## src/rtl/pll_sup_pkg.sv

```systemverilog
// Shared state encoding and elaboration helpers for the PLL lock supervisor.
// Codes 6 and 7 are never assigned and fall back to PWD in the FSM.
package pll_sup_pkg;

    typedef enum logic [2:0] {
        PWD  = 3'd0,
        PRST = 3'd1,
        WAIT = 3'd2,
        STAB = 3'd3,
        RUN  = 3'd4,
        FAIL = 3'd5
    } pll_state_e;

    function automatic int clog2(input int value);
        int r = 0;
        for (int i = 0; i < 31; i++) begin
            if ((1 << i) < value) r = i + 1;
        end
        return r;
    endfunction

endpackage

```

## src/rtl/pll_lock_sync.sv

```systemverilog
// Multi-flop synchroniser bringing the asynchronous PLL lock into the clkin1 domain.
module pll_lock_sync
    import pll_sup_pkg::*;
#(
    parameter int SYNC_STAGES = 3
) (
    input  logic clkin1,
    input  logic rst,
    input  logic lock_i,
    output logic lock_s_o
);

    logic [SYNC_STAGES-1:0] sync_q;

    always_ff @(posedge clkin1) begin
        if (rst) begin
            sync_q <= '0;
        end else begin
            sync_q <= {sync_q[SYNC_STAGES-2:0], lock_i};
        end
    end

    assign lock_s_o = sync_q[SYNC_STAGES-1];

endmodule

```

## src/rtl/pll_lock_supervisor.sv

```systemverilog
// Power-up / relock sequencer for clk_pll_0: drives PLL pwd/rst, qualifies lock,
// and holds downstream sys_rst until lock has been stable for a full window.
module pll_lock_supervisor
    import pll_sup_pkg::*;
#(
    parameter int  SYNC_STAGES    = 3,
    parameter int  PWD_CYCLES     = 4,
    parameter int  PLL_RST_CYCLES = 4,
    parameter int  LOCK_TIMEOUT   = 2500,
    parameter int  STABLE_CYCLES  = 64,
    parameter int  MAX_RETRIES    = 3,
    parameter int  CNT_W          = 8,
    localparam int RW             = clog2(MAX_RETRIES + 1)
) (
    input  logic             clkin1,
    input  logic             rst,
    input  logic             lock,
    input  logic             soft_rst_req,
    output logic             pll_pwd,
    output logic             pll_rst,
    output logic             sys_rst,
    output logic             lock_ok,
    output logic             lock_fail,
    output logic [RW-1:0]    retry_cnt,
    output logic [CNT_W-1:0] loss_cnt,
    output logic [2:0]       state
);

    localparam int MAX_A = (PWD_CYCLES > PLL_RST_CYCLES) ? PWD_CYCLES : PLL_RST_CYCLES;
    localparam int MAX_B = (LOCK_TIMEOUT > STABLE_CYCLES) ? LOCK_TIMEOUT : STABLE_CYCLES;
    localparam int TW    = clog2((MAX_A > MAX_B) ? MAX_A : MAX_B) + 1;

    // Reload values: the timer expires on the cycle it reads zero.
    localparam logic [TW-1:0] T_PWD  = TW'(PWD_CYCLES - 1);
    localparam logic [TW-1:0] T_PRST = TW'(PLL_RST_CYCLES - 1);
    localparam logic [TW-1:0] T_WAIT = TW'(LOCK_TIMEOUT - 1);
    localparam logic [TW-1:0] T_STAB = TW'(STABLE_CYCLES - 1);

    pll_state_e       state_q, state_d;
    logic [TW-1:0]    timer_q, timer_d;
    logic [RW-1:0]    retry_q, retry_d;
    logic [CNT_W-1:0] loss_q,  loss_d;
    logic [RW-1:0]    retry_inc;
    logic             timer_zero;
    logic             lock_s;

    pll_lock_sync #(
        .SYNC_STAGES(SYNC_STAGES)
    ) u_lock_sync (
        .clkin1  (clkin1),
        .rst     (rst),
        .lock_i  (lock),
        .lock_s_o(lock_s)
    );

    assign timer_zero = (timer_q == '0);
    assign retry_inc  = retry_q + RW'(1);

    always_comb begin
        state_d = state_q;
        timer_d = timer_zero ? timer_q : timer_q - TW'(1);
        retry_d = retry_q;
        loss_d  = loss_q;
        // A soft request overrides everything but FAIL, including a coincident lock loss.
        if (soft_rst_req && state_q != FAIL) begin
            state_d = PRST;
            timer_d = T_PRST;
            retry_d = '0;
        end else begin
            case (state_q)
                PWD: begin
                    if (timer_zero) begin
                        state_d = PRST;
                        timer_d = T_PRST;
                    end
                end
                PRST: begin
                    if (timer_zero) begin
                        state_d = WAIT;
                        timer_d = T_WAIT;
                    end
                end
                WAIT: begin
                    if (lock_s) begin
                        state_d = STAB;
                        timer_d = T_STAB;
                    end else if (timer_zero) begin
                        retry_d = retry_inc;
                        state_d = (retry_inc == RW'(MAX_RETRIES)) ? FAIL : PRST;
                        timer_d = T_PRST;
                    end
                end
                STAB: begin
                    if (!lock_s) begin
                        state_d = WAIT;
                        timer_d = T_WAIT;
                    end else if (timer_zero) begin
                        state_d = RUN;
                        retry_d = '0;
                    end
                end
                RUN: begin
                    if (!lock_s) begin
                        state_d = PRST;
                        timer_d = T_PRST;
                        if (loss_q != '1) loss_d = loss_q + CNT_W'(1);
                    end
                end
                FAIL: begin
                    timer_d = timer_q;
                end
                default: begin
                    state_d = PWD;
                    timer_d = T_PWD;
                end
            endcase
        end
    end

    always_ff @(posedge clkin1) begin
        if (rst) begin
            state_q <= PWD;
            timer_q <= T_PWD;
            retry_q <= '0;
            loss_q  <= '0;
        end else begin
            state_q <= state_d;
            timer_q <= timer_d;
            retry_q <= retry_d;
            loss_q  <= loss_d;
        end
    end

    assign pll_pwd   = (state_q == PWD) || (state_q == FAIL);
    assign pll_rst   = (state_q == PWD) || (state_q == PRST) || (state_q == FAIL);
    assign sys_rst   = (state_q != RUN);
    assign lock_ok   = (state_q == RUN);
    assign lock_fail = (state_q == FAIL);
    assign retry_cnt = retry_q;
    assign loss_cnt  = loss_q;
    assign state     = state_q;

endmodule

```

## config.mk

```make
export PLATFORM = sky130hd
export DESIGN_NAME = pll_lock_supervisor
export DESIGN_NICKNAME = d
export VERILOG_FILES = /design/src/rtl/pll_sup_pkg.sv /design/src/rtl/pll_lock_sync.sv /design/src/rtl/pll_lock_supervisor.sv
export SDC_FILE = /design/constraint.sdc
export NUM_CORES = 1
export LEC_CHECK = 0
export CORE_MARGIN = 2
export CORE_UTILIZATION = 25
export CTS_BUF_LIST = sky130_fd_sc_hd__clkbuf_4 sky130_fd_sc_hd__clkbuf_8
export DETAILED_ROUTE_END_ITERATION = 8
export PLACE_DENSITY = 0.47
export SYNTH_ARGS = -nofsm -noshare
export SYNTH_HDL_FRONTEND = slang
export SYNTH_HIERARCHICAL = 1
export SYNTH_SLANG_ARGS = --single-unit
```

## constraint.sdc

```tcl
create_clock -name clkin1 -period 2.5 [get_ports clkin1]
set_clock_uncertainty 0.2 [all_clocks]
set_input_delay 0.375 -clock clkin1 [delete_from_list [all_inputs] [get_ports clkin1]]
set_output_delay 0.375 -clock clkin1 [all_outputs]
set_load 0.02 [all_outputs]
```

* After elaboration in Yosys (flattened, before gate mapping)
Cells that the tools add are included.
** Operators by class
- Add/subtract/negate cells :: 3
- Eq/ne operators :: 24
- Multiplexer cells :: 22
- Bitwise operators :: 3
- Reductions and logical operators :: 12
** Operator list (count)
- $mux 13 :: 6
- $pmux 13 s6 :: 1
- $mux 3 :: 8
- $ne 3x3->1 const B :: 6
- $pmux 3 s6 :: 1
- $logic_not 13->1 :: 1
- $sub 13x1->13 const B :: 1
- $ne 2x2->1 const B :: 6
- $reduce_and 6->1 :: 2
- $add 8x1->8 const B :: 1
- $mux 2 :: 4
- $ne 8x8->1 const B :: 1
- $eq 3x2->1 const B :: 2
- $eq 3x3->1 const B :: 2
- $reduce_and 5->1 :: 1
- $ne 2x1->1 const B :: 2
- $ne 4x3->1 const B :: 1
- $ne 4x4->1 const B :: 1
- $pmux 2 s2 :: 1
- $reduce_and 4->1 :: 1
- $eq 3x1->1 const B :: 1
- $logic_not 3->1 :: 1
- $logic_or 1x1->1 :: 3
- $ne 3x2->1 const B :: 1
- other kinds (7) :: 9
** Word-level totals
- Bits in registers :: 29
- Input bits :: 4
- Logic and storage cells :: 70

* Depth between registers and ports, before layout
Gate-level depths: netlist of run 1.
- Depth after elaboration :: 7
- Gate-level depth with buffers :: 11
- Gate-level depth less buffers :: 10

* Cells and area by module
The synthesis of run 1 kept the hierarchy.
** Modules (own cells, without submodules)
- pll_lock_supervisor :: instances 1, cells an instance 243, area an instance 1810.5 µm², sequential area each 520.5 µm²
- pll_lock_sync :: instances 1, cells an instance 6, area an instance 78.8 µm², sequential area each 60.1 µm²

* Worst setup path before layout of run 1
Ideal clock, no wire load.
- Kind :: register -> register
- From :: register timer_q[0]
- To :: register timer_q[0]
- Setup time :: 0.139 ns
- Data arrival time :: 2.351 ns
- Required time :: 2.161 ns
- Setup slack :: -0.189 ns
- Cell stages (with the launch flop) :: 12
- Clock period less this slack :: 2.689 ns
- Path through :: dfxtp_1 inv_1 ha_1 or3b_2 nor4_4 inv_2 buf_4 ha_1 nor2_1 a22oi_1 o22ai_1 o21ai_0
** Between the ends
- Word-level cells in the longest chain between the ends :: 5
- Elaborated cells between the ends (all ways) :: 9
- Those cells by class :: 1 x add/sub; 7 x mux; 1 x reduce/logical
** Ends and longest elaborated chain
- start: declaration :: line pll_lock_supervisor.sv:40 : logic [TW-1:0] timer_q, timer_d;
- start signal: assignment :: line pll_lock_supervisor.sv:128 : timer_q <= timer_d;
- $sub 13x1->13 or $logic_not 13->1 (tied branches) :: line pll_lock_supervisor.sv:61, pll_lock_supervisor.sv:56
- $mux 13 :: line pll_lock_supervisor.sv:61 : timer_d = timer_zero ? timer_q : timer_q - TW'(1);
- $mux 13 :: line pll_lock_supervisor.sv:72, pll_lock_supervisor.sv:87
- $mux 13 :: line pll_lock_supervisor.sv:84 : if (lock_s) begin
- $pmux 13 s6 * :: line pll_lock_supervisor.sv:70 : case (state_q)
Mark *: on every way between the ends. The rest lies on a longest branch, timed or not.
A chain may end at the register's enable or synchronous reset.

* Worst setup path in the final report of run 1
- From :: register timer_q[1]
- To :: register timer_q[0]
** Between the ends
- Word-level cells in the longest chain between the ends :: 5
- Elaborated cells between the ends (all ways) :: 8
- Those cells by class :: 7 x mux; 1 x reduce/logical
** Ends and longest elaborated chain
- $logic_not 13->1 * :: line pll_lock_supervisor.sv:56 : assign timer_zero = (timer_q == '0);
- $mux 13 :: line pll_lock_supervisor.sv:61
- $mux 13 :: line pll_lock_supervisor.sv:72, pll_lock_supervisor.sv:87
- $mux 13 :: line pll_lock_supervisor.sv:84
- $pmux 13 s6 * :: line pll_lock_supervisor.sv:70
Marks and branches as above.

==> results.py, run 1 <==
metrics = {
    "synth": {
        "ys.flop_type": "dfxtp_1",
        "synth_top_family_by_area": "simple AND/OR/NAND/NOR gates",
        "syn_area_sq_um": 1890,
        "ys_warn_count": 6,
        "synth-simple-area-share": 0.315,
        "synth_fa_ha_area_frac": 0.0265,
        "syn_inst": 249,
        "ys_seq_elements": 29,
        "synth-compound-area-share": 0.254,
        "synth_nets": 257,
        "ys_seq_area_frac": 0.307,
        "postSynthAreaPerCell_sq_um": 7.59,
        "synthXorXnorAreaFrac": 0.0185,
        "async_flop_share": 0,
        "synthMuxAreaShare": 0.0212,
        "synth.distinct_cells": 53,
        "synth_edf_count": 0,
    },
    "clocking": {
        "clkLatencyLatePin_ns": 0.29,
        "numCtsBuffers": 5,
        "clock_path_buffers": 2,
        "cts-root-buf": "clkbuf_8",
        "clkSlewWorstSetupHoldPaths_ns": 0.07,
        "cts_tree": "yes",
        "cts_max_level": 2,
        "clkSinkCount": 29,
    },
    "global_route": {
        "grt_pass1_vias": 1899,
        "grt_max_degree": 28,
        "antenna_found_initial": 0,
        "grt_usage": 0.139,
        "grt_pass1_wl_um": 9290,
        "overflow": 0,
    },
    "power_and_ir_drop": {
        "fin_total_pwr_mw": 1.02,
        "powerDensity_nw_per_um2": 420,
        "power.leakage_nw": 0.850,
        "vdd_drop_max_v": 0.000138,
    },
    "floorplan": {
        "core_sq_um": 7290,
        "placementRows": 31,
        "initial_utilization": 0.259,
        "die_x_um": 90.9,
        "die_area_sq_um": 8270,
        "die_h_um": 90.9,
        "ios": 22,
    },
    "worst_setup_path": {
        "worstPathArrival_ns": 2.36,
        "worstSetupPathType": "reg2reg",
        "crit_top_cell": "inv_2",
        "crit_path_cell_trace": "inv_2, ha_4, or3b_4, nor4_4, inv_2, ha_1, nor2_2, a22oi_1, o22ai_1, o21ai_0",
        "timing.rr.end": "timer_q[0]$_SDFFE_PP1N_",
        "path_max_fanout": 4,
        "ff2ff_path_depth": 10,
        "critical_path.slowest_cell": "or3b_4",
        "reg2reg_slack_ns": 0.11,
        "crit_path_start": "timer_q[1]$_SDFFE_PP1N_",
        "cpPeakStageDelay_ns": 0.41,
        "crit_path_end": "timer_q[0]$_SDFFE_PP1N_",
        "endpoint_kind": "register",
        "r2r-start": "timer_q[1]$_SDFFE_PP1N_",
        "cp.required_ns": 2.46,
        "startpoint_type": "register",
    },
    "flow_run": {
        "maxCapViolCount": 0,
    },
    "final_layout": {
        "final_common_cell": "dfxtp_1",
        "final_cell_mix": "28 x dfxtp_1, 22 x nand2_1, 22 x nor2_1",
        "syn2layout_area_growth_pct": 28.5,
        "fin_nets": 291,
        "drive_gt1_frac": 0.169,
        "antenna_cells": 0,
    },
    "routing": {
        "num_vias": 1952,
        "routed_wirelength_um": 5530,
        "route.detailed.drc": 0,
        "viasPerCell": 5.10,
        "drtIter0Drc": 124,
        "drt_pass1_iterations": 4,
        "ant_nets": 0,
        "wl_per_cell_um": 14.4,
    },
    "timing": {
        "fin_crit_sh": 0.957,
        "tightest_slew_ns": 0.693,
        "final.min_clock_period_ns": 2.39,
        "fmax_mhz": 418,
        "relSlewSlack": 0.536,
        "finalHoldViolCount": 0,
        "finalSetupViolations": 0,
        "setup_ws_ns": 0.107,
        "slew_viol_final": 0,
        "rsz0062_at_grt": "true",
    },
    "place": {
        "pre_cts_ws_ns": 0.117,
        "numPortBuffers": 21,
        "hpwlAfterDp_um": 4040,
        "gp_congestion": 0.850,
    },
    "hold_path": {
        "hold_path_class": "reg2reg",
    },
    "status": {
        "status": "finished clean",
    },
}
-- cell families after synthesis --
| family | count (synthesis) |
|---|---|
| AOI/OAI and AO/OA | 73 |
| xor gates and xnor gates | 4 |
| adders and majority gates | 4 |
| buffers and inverters | 26 |
| DFF | 29 |
| muxes | 4 |
| and+or+nand+nor | 109 |
-- worst max-delay path, delay by kind of cell, from the launching register on --
family                     cells  cell delay [ns]
and+or+nand+nor                3             0.80
adders and majority gates      2             0.43
DFF                            1             0.34
AOI/OAI and AO/OA              3             0.32
buffers and inverters          2             0.18
-- repair_timing --
action                                  4_1_cts  5_1_grt
endpoints found under the setup margin        0        6
hold buffers                                  0        0
endpoints found under the hold margin         0        0
gates resized for setup                       0        7
buffers inserted                              0        1
-- per-layer routing --
layer  share of wire  GRT usage  vias up
li1                -          -      978
met1            0.48      0.183      908
met2            0.46      0.221       54
met3           0.046     0.0299       12
met4           0.022     0.0581        0
met5               0          0        -
-- Yosys cell counts, drive strengths merged, types with 2 or more instances --
| master | n | area share |
|---|---|---|
| and3 | 2 | 0.0066 |
| nor3 | 11 | 0.029 |
| nor4 | 9 | 0.046 |
| a21boi | 2 | 0.0079 |
| o31a | 5 | 0.023 |
| mux2i | 4 | 0.021 |
| a31oi | 4 | 0.017 |
| o22ai | 3 | 0.0099 |
| o31ai | 2 | 0.0079 |
| nor2b | 10 | 0.033 |
| a22oi | 2 | 0.0079 |
| a21oi | 17 | 0.045 |
| o21ai | 17 | 0.045 |
| clkbuf | 11 | 0.022 |
| o21bai | 2 | 0.0079 |
| or3 | 4 | 0.016 |
| nand3 | 12 | 0.032 |
| xnor2 | 3 | 0.014 |
| a31o | 2 | 0.0093 |
| a21o | 2 | 0.0079 |
| a211oi | 4 | 0.016 |
| and2 | 2 | 0.0066 |
| buf | 2 | 0.0099 |
| nand2 | 22 | 0.044 |
| dfxtp | 29 | 0.31 |
| or2 | 2 | 0.0066 |
| o211ai | 4 | 0.016 |
| inv | 12 | 0.024 |
| a211o | 2 | 0.0093 |
| nor2 | 27 | 0.062 |
| ha | 4 | 0.026 |
-- worst min path at each step --
stage	startpoint	end	slack [ns]	cells after the start
2_1_floorplan	u_lock_sync/sync_q[0]$_SDFF_PP0_	u_lock_sync/sync_q[1]$_SDFF_PP0_	0.21	1
3_3_place_gp	u_lock_sync/sync_q[0]$_SDFF_PP0_	u_lock_sync/sync_q[1]$_SDFF_PP0_	0.22	1
3_5_place_dp	u_lock_sync/sync_q[0]$_SDFF_PP0_	u_lock_sync/sync_q[1]$_SDFF_PP0_	0.23	1
4_1_cts	u_lock_sync/sync_q[0]$_SDFF_PP0_	u_lock_sync/sync_q[1]$_SDFF_PP0_	0.25	1
5_1_grt	u_lock_sync/sync_q[0]$_SDFF_PP0_	u_lock_sync/sync_q[1]$_SDFF_PP0_	0.26	1
6_report	u_lock_sync/sync_q[1]$_SDFF_PP0_	u_lock_sync/sync_q[2]$_SDFF_PP0_	0.24	1
-- registers in the layout, summed over array words and instances, names as in the netlist --
| register | cells |
|---|---|
| u_lock_sync/sync_q | 3 |
| timer_q | 13 |
| loss_cnt | 8 |
| retry_cnt | 2 |
| state | 3 |
-- metrics by stage --
stage	std cells	TNS [ns]	hold slack, ns	area (sq um)	util
floorplan	249	0	0.214	1900	-
global placement	374	0	0.222	2300	0.316
detailed placement	374	0	0.232	2300	0.316
CTS	382	0	0.248	2400	0.329
global route	383	-0.0186	0.261	2430	0.333
finish	383	0	0.241	2430	0.333
-- power breakdown --
| group | internal, mW | leakage [nW] | switching, mW |
|---|---|---|---|
| combinational | 0.0458 | 0.562 | 0.0641 |
| clock | 0.249 | 0.0542 | 0.188 |
| sequential | 0.468 | 0.235 | 0.00600 |
-- area by class of cell --
cell class              count  area [sq um]
clock buffers               7          96.3
clock inverters             1          5.00
fillers                   799          4860
inverters                  13          48.8
multi-input cells         194          1220
flip-flops and latches     29           582
well taps                  99           124
repair buffers             40           353
No activity file was read; power rests on OpenSTA's default activity.
==> run 2, diff against run 1 <==
- ABC_AREA: default -> 1
==> run 2 against run 1 <==
Wire length down 17%. Fmax up 3.9%. Combinational power grew 78%. Utilization is 1.5 points lower. Sequential share of layout area rose by 1.1 points. Final cell count grew 7.6%. Die area increased by 0.39%. Area after synthesis rose by 0.40%. Critical endpoint is now lock_fail. Largest power group unchanged. Highest routed layer unchanged.
==> results.py, run 2 <==
metrics = {
    "worst_setup_path": {
        "path_max_fanout": 9,
        "cpPeakStageDelay_ns": 0.60,
        "path_delay_family": "buffers and inverters",
        "worstPathArrival_ns": 1.73,
        "startpoint_type": "register",
        "crit_path_start": "state[2]$_SDFFE_PP0P_",
        "crit_path_cell_trace": "nand3_4, inv_1, clkdlybuf4s50_1",
        "cp.required_ns": 1.92,
        "endpoint_kind": "output pin",
        "r2r-start": "timer_q[0]$_SDFFE_PP1N_",
        "cp.buffers_inverters": 2,
        "critical_path.slowest_cell": "clkdlybuf4s50_1",
        "worstSetupPathType": "reg2out",
    },
    "global_route": {
        "grt_usage": 0.117,
        "antenna_found_initial": 0,
        "overflow": 0,
        "grt_pass1_vias": 1688,
        "grt_max_degree": 18,
        "grt_pass1_wl_um": 7780,
    },
    "routing": {
        "viasPerCell": 4.32,
        "num_vias": 1780,
        "ant_nets": 0,
        "drtIter0Drc": 75,
        "routed_wirelength_um": 4610,
        "route.detailed.drc": 0,
        "drt_pass1_iterations": 5,
        "wl_per_cell_um": 11.2,
    },
    "synth": {
        "synth_area_leaders": "dfxtp_1 31%, nand2_1 15%, inv_1 5.9%",
        "ys_seq_elements": 29,
        "ys_top_cells_by_count": "78 x nand2_1, 30 x inv_1, 29 x dfxtp_1, 28 x nor2_1, 22 x nand3_1",
        "syn_area_sq_um": 1900,
        "synth.distinct_cells": 31,
        "synth.top_cell.area_share": 0.306,
        "postSynthAreaPerCell_sq_um": 6.66,
        "synth_edf_count": 0,
        "syn_inst": 285,
        "ys.flop_type": "dfxtp_1",
        "async_flop_share": 0,
        "ys_warn_count": 6,
        "synth_most_common_cell": "nand2_1",
        "synth_nets": 293,
        "yosysTopAreaCell": "dfxtp_1",
        "ys_seq_area_frac": 0.306,
    },
    "floorplan": {
        "ios": 22,
        "initial_utilization": 0.260,
        "core_sq_um": 7290,
        "die_x_um": 91.1,
        "placementRows": 31,
        "die_area_sq_um": 8300,
        "die_h_um": 91.1,
    },
    "power_and_ir_drop": {
        "clkPwrFrac": 0.377,
        "p_sw_mw": 0.320,
        "vdd_drop_max_v": 0.000295,
        "powerDensity_nw_per_um2": 472,
        "intPower_mw": 0.775,
        "power.leakage_nw": 1.02,
        "p_sw_frac": 0.292,
        "combinationalPowerShare": 0.179,
        "fin_total_pwr_mw": 1.09,
        "seqPwrFrac": 0.444,
    },
    "timing": {
        "tightest_slew_ns": 0.403,
        "rsz0062_at_grt": "false",
        "fin_crit_sh": 0.921,
        "final.min_clock_period_ns": 2.30,
        "slew_viol_final": 0,
        "fmax_mhz": 434,
        "finalSetupViolations": 0,
        "setup_ws_ns": 0.197,
        "finalHoldViolCount": 0,
        "relSlewSlack": 0.731,
        "final.setup.tns_ns": 0,
    },
    "final_layout": {
        "final_cell_mix": "78 x nand2_1, 30 x inv_1, 29 x dfxtp_1",
        "largest_register_ffs": 13,
        "fin_cells": 412,
        "syn2layout_area_growth_pct": 22.4,
        "antenna_cells": 0,
        "top_register": "timer_q",
        "drive_gt1_frac": 0.166,
        "final_common_cell": "nand2_1",
        "multi_input_area_sq_um": 1150,
        "fin_nets": 320,
        "fill_cells": 831,
        "regArea_sq_um": 581,
    },
    "flow_run": {
        "maxCapViolCount": 0,
    },
    "status": {
        "status": "finished clean",
    },
    "clocking": {
        "postCtsSetupBuffers": 0,
        "clkLatencyLatePin_ns": 0.29,
        "clkSlewWorstSetupHoldPaths_ns": 0.06,
        "cts-root-buf": "clkbuf_8",
        "numCtsBuffers": 5,
        "cts_tree": "yes",
        "cts_max_level": 2,
        "clkSinkCount": 29,
        "clock_path_buffers": 2,
    },
    "place": {
        "hpwlAfterDp_um": 3490,
        "pre_cts_ws_ns": 0.316,
        "numPortBuffers": 21,
        "gp_congestion": 0.792,
        "place_inst": 404,
    },
    "hold_path": {
        "hp-start": "u_lock_sync/sync_q[0]$_SDFF_PP0_",
        "hold_path_class": "reg2reg",
    },
}
-- run 2: changes by cell type after synthesis, moves of 10 or more --
cell,change
nand2_1,+56
inv_1,+19
clkbuf_1,-11
nand2_2,+11
nand3_1,+10
nor2b_1,-10
-- run 2: path summary, 6_finish.rpt --
check             slack [ns]  cells after the start                          endpoint
setup / recovery        0.20                      3                         lock_fail
hold / removal          0.20                      2  u_lock_sync/sync_q[1]$_SDFF_PP0_
setup reg to reg        0.31                     10           timer_q[0]$_SDFFE_PP1N_
hold reg to reg         0.20                      2  u_lock_sync/sync_q[1]$_SDFF_PP0_
-- run 2: cells by family (layout without fill, tap and decap cells) --
family	count (synthesis)	count (layout)	synth area share
xor+xnor	8	8	0.0369
simple gates	165	165	0.429
buf+inv	42	70	0.0890
fa+ha+maj	4	4	0.0264
flops	29	29	0.306
compound gates	37	37	0.113
-- run 2: power by group through the flow --
stage                     clock network (mW)  registers (mW)  logic, mW
after global placement                     0           0.496      0.201
after detailed placement                   0           0.497      0.198
after global routing                   0.449           0.488      0.223
after floorplan                            0           0.497      0.144
after CTS                              0.427           0.486      0.199
final                                  0.412           0.486      0.196
-- run 2: routing by layer --
layer,global-route usage,wire [um]
met1,0.154,2340
met2,0.181,2030
met3,0.0290,195
met4,0.0480,47
met5,0,0
-- run 2: through the flow --
stage          hold WS (ns)  instance area [sq um]   util
5_1_grt               0.232                   2320  0.318
3_5_place_dp          0.195                   2230  0.305
6_report              0.204                   2320  0.318
3_3_place_gp          0.194                   2230  0.305
2_1_floorplan         0.188                   1900      -
4_1_cts               0.206                   2320  0.318
-- run 2: area by class of cell --
| cell class | count | share of cell area |
|---|---|---|
| inverters | 38 | 0.0615 |
| multi-input cells | 214 | 0.494 |
| repair buffers | 24 | 0.101 |
| well taps | 99 | 0.0534 |
| clock buffers | 8 | 0.0394 |
| flip-flops and latches | 29 | 0.250 |
-- run 2: timing repair --
item / 4_1_cts / 5_1_grt
setup endpoints to repair: 0 / 1
hold buffers: 0 / 0
resized for setup: 0 / 1
-- run 2: worst min-delay path: stages (launching register included) --
cell and delay, ns:
dfxtp_1 0.30, inv_1 0.04, nor2_1 0.03
==> run 3, diff against run 2 <==
- MAX_ROUTING_LAYER: default -> met4
- PLACE_DENSITY: 0.47 -> 0.46
- clock period: 2.5 -> 2.15 ns (I/O delays scaled with it)
==> run 3 against run 2 <==
Critical path depth did not move. First-iteration DRC count rose by 9.3%. Combinational power rose by 22%. Final cell count grew 1.5%. Hold slack about the same. Power increased by 17%. Flip-flop and latch count did not move. Count of clock-buffer cells in the layout fell by 1. Critical endpoint unchanged.
==> results.py, run 3 (synthesis results as in run 2) <==
metrics = {
    "place": {
        "gp_congestion": 0.818,
        "hpwlAfterDp_um": 3660,
        "numPortBuffers": 21,
        "place_inst": 411,
        "placed_area_sq_um": 2280,
    },
    "final_layout": {
        "fin_nets": 327,
        "syn2layout_area_growth_pct": 25.5,
        "final_area_sq_um": 2380,
        "antenna_cells": 0,
        "drive_gt1_frac": 0.194,
        "largest_register_ffs": 13,
        "final_cell_mix": "78 x nand2_1, 29 x inv_1, 28 x nor2_1",
        "top_register": "timer_q",
        "fin_cells": 418,
        "fill_cells": 844,
        "final_common_cell": "nand2_1",
    },
    "worst_setup_path": {
        "crit_path_cell_trace": "nand3_4, inv_1, clkdlybuf4s50_1",
        "endpoint_kind": "output pin",
        "critical_path.slowest_cell": "clkdlybuf4s50_1",
        "worstPathArrival_ns": 1.54,
        "cp.required_ns": 1.63,
        "startpoint_type": "register",
        "cp.buffers_inverters": 2,
        "cpPeakStageDelay_ns": 0.61,
        "path_delay_family": "buffers and inverters",
        "worstSetupPathType": "reg2out",
        "path_max_fanout": 6,
    },
    "global_route": {
        "grt_usage": 0.123,
        "grt_max_degree": 16,
        "grt_pass1_vias": 1702,
        "antenna_found_initial": 0,
        "overflow": 0,
        "grt_pass1_wl_um": 8020,
    },
    "clocking": {
        "clock_path_buffers": 2,
        "postCtsSetupBuffers": 0,
        "clkSlewWorstSetupHoldPaths_ns": 0.06,
        "post_cts_resize_count": 4,
        "cts-root-buf": "clkbuf_8",
        "cts_max_level": 2,
        "cts_tree": "yes",
        "clkLatencyLatePin_ns": 0.28,
        "clkSinkCount": 29,
        "cts_hold_buffers": 0,
        "numCtsBuffers": 5,
    },
    "floorplan": {
        "core_sq_um": 7290,
        "initial_utilization": 0.260,
        "placementRows": 31,
        "die_x_um": 91.1,
        "die_area_sq_um": 8300,
        "ios": 22,
        "die_h_um": 91.1,
    },
    "hold_path": {
        "hold_path_class": "reg2reg",
    },
    "timing": {
        "slew_viol_final": 0,
        "relSlewSlack": 0.726,
        "fin_crit_sh": 0.957,
        "fmax_mhz": 486,
        "rsz0062_at_grt": "false",
        "finalHoldViolCount": 0,
        "finalSetupViolations": 0,
        "final.setup.tns_ns": 0,
        "final.min_clock_period_ns": 2.06,
        "tightest_slew_ns": 0.410,
    },
    "power_and_ir_drop": {
        "powerDensity_nw_per_um2": 537,
        "power.leakage_nw": 1.05,
        "vdd_drop_max_v": 0.000224,
    },
    "routing": {
        "wl_per_cell_um": 11.3,
        "viasPerCell": 4.36,
        "ant_nets": 0,
        "route.detailed.drc": 0,
        "drtIter0Drc": 82,
        "drt_pass1_iterations": 4,
        "routed_wirelength_um": 4700,
        "num_vias": 1821,
    },
    "status": {
        "status": "finished clean",
    },
    "flow_run": {
        "maxCapViolCount": 0,
    },
}
==> run 3: cell count changes in the layout (fill, tap and decap cells not counted) <==
cell	delta
clkbuf_8	+1
clkdlybuf4s50_1	-2
nand2_4	-1
dfxtp_2	+2
dfxtp_1	-2
ha_1	-1
nand2_8	+1
ha_2	+1
buf_4	+7
dlygate4sd2_1	+3
clkbuf_4	-2
inv_1	-1
inv_2	+1
dlymetal6s2s_1	-1
==> run 3: layout make-up <==
| class | instances | area [sq um] | area share |
|---|---|---|---|
| Timing Repair Buffer | 31 | 282 | 0.118 |
| Multi-Input combinational cell | 214 | 1160 | 0.487 |
| Tap cell | 99 | 124 | 0.0521 |
| Inverter | 38 | 143 | 0.0599 |
| Clock buffer | 7 | 90.1 | 0.0379 |
| Sequential cell | 29 | 583 | 0.245 |
==> run 3: through the flow <==
stage,worst slack (ns),util,total power [mW],hold slack (ns)
2_1_floorplan,0.0814,-,0.745,0.188
3_3_place_gp,0.139,0.313,0.820,0.192
3_5_place_dp,0.106,0.313,0.818,0.196
4_1_cts,0.0483,0.325,1.30,0.206
5_1_grt,0.0334,0.326,1.36,0.233
6_report,0.0923,0.326,1.28,0.203
==> run 3: path summary, 6_finish.rpt <==
kind	start	end	slack (ns)	depth (start not counted)
setup / recovery	state[2]$_SDFFE_PP0P_	lock_fail	0.09	3
hold / removal	u_lock_sync/sync_q[0]$_SDFF_PP0_	u_lock_sync/sync_q[1]$_SDFF_PP0_	0.20	2
setup reg to reg	timer_q[0]$_SDFFE_PP1N_	timer_q[0]$_SDFFE_PP1N_	0.19	10
hold reg to reg	u_lock_sync/sync_q[0]$_SDFF_PP0_	u_lock_sync/sync_q[1]$_SDFF_PP0_	0.20	2
==> run 3: layer usage <==
metal	up-vias	GRT usage	share of wire
met5	-	-	0
met4	0	0.0455	0.015
met3	8	0.0290	0.035
met2	32	0.178	0.43
met1	812	0.167	0.52
li1	969	-	-
==> run 3: where the power goes <==
| group | switching (mW) | total (mW) | internal (mW) | leakage (nW) |
|---|---|---|---|---|
| logic | 0.151 | 0.240 | 0.0888 | 0.765 |
| registers | 0.0143 | 0.564 | 0.550 | 0.236 |
| clock network | 0.208 | 0.474 | 0.266 | 0.0477 |
| total | 0.373 | 1.28 | 0.905 | 1.05 |
==> run 3: tightest hold or removal path, delay by kind of cell (launching register included) <==
| family | cells | cell delay [ns] |
|---|---|---|
| buffers and inverters | 1 | 0.04 |
| DFF | 1 | 0.30 |
| and+or+nand+nor | 1 | 0.03 |
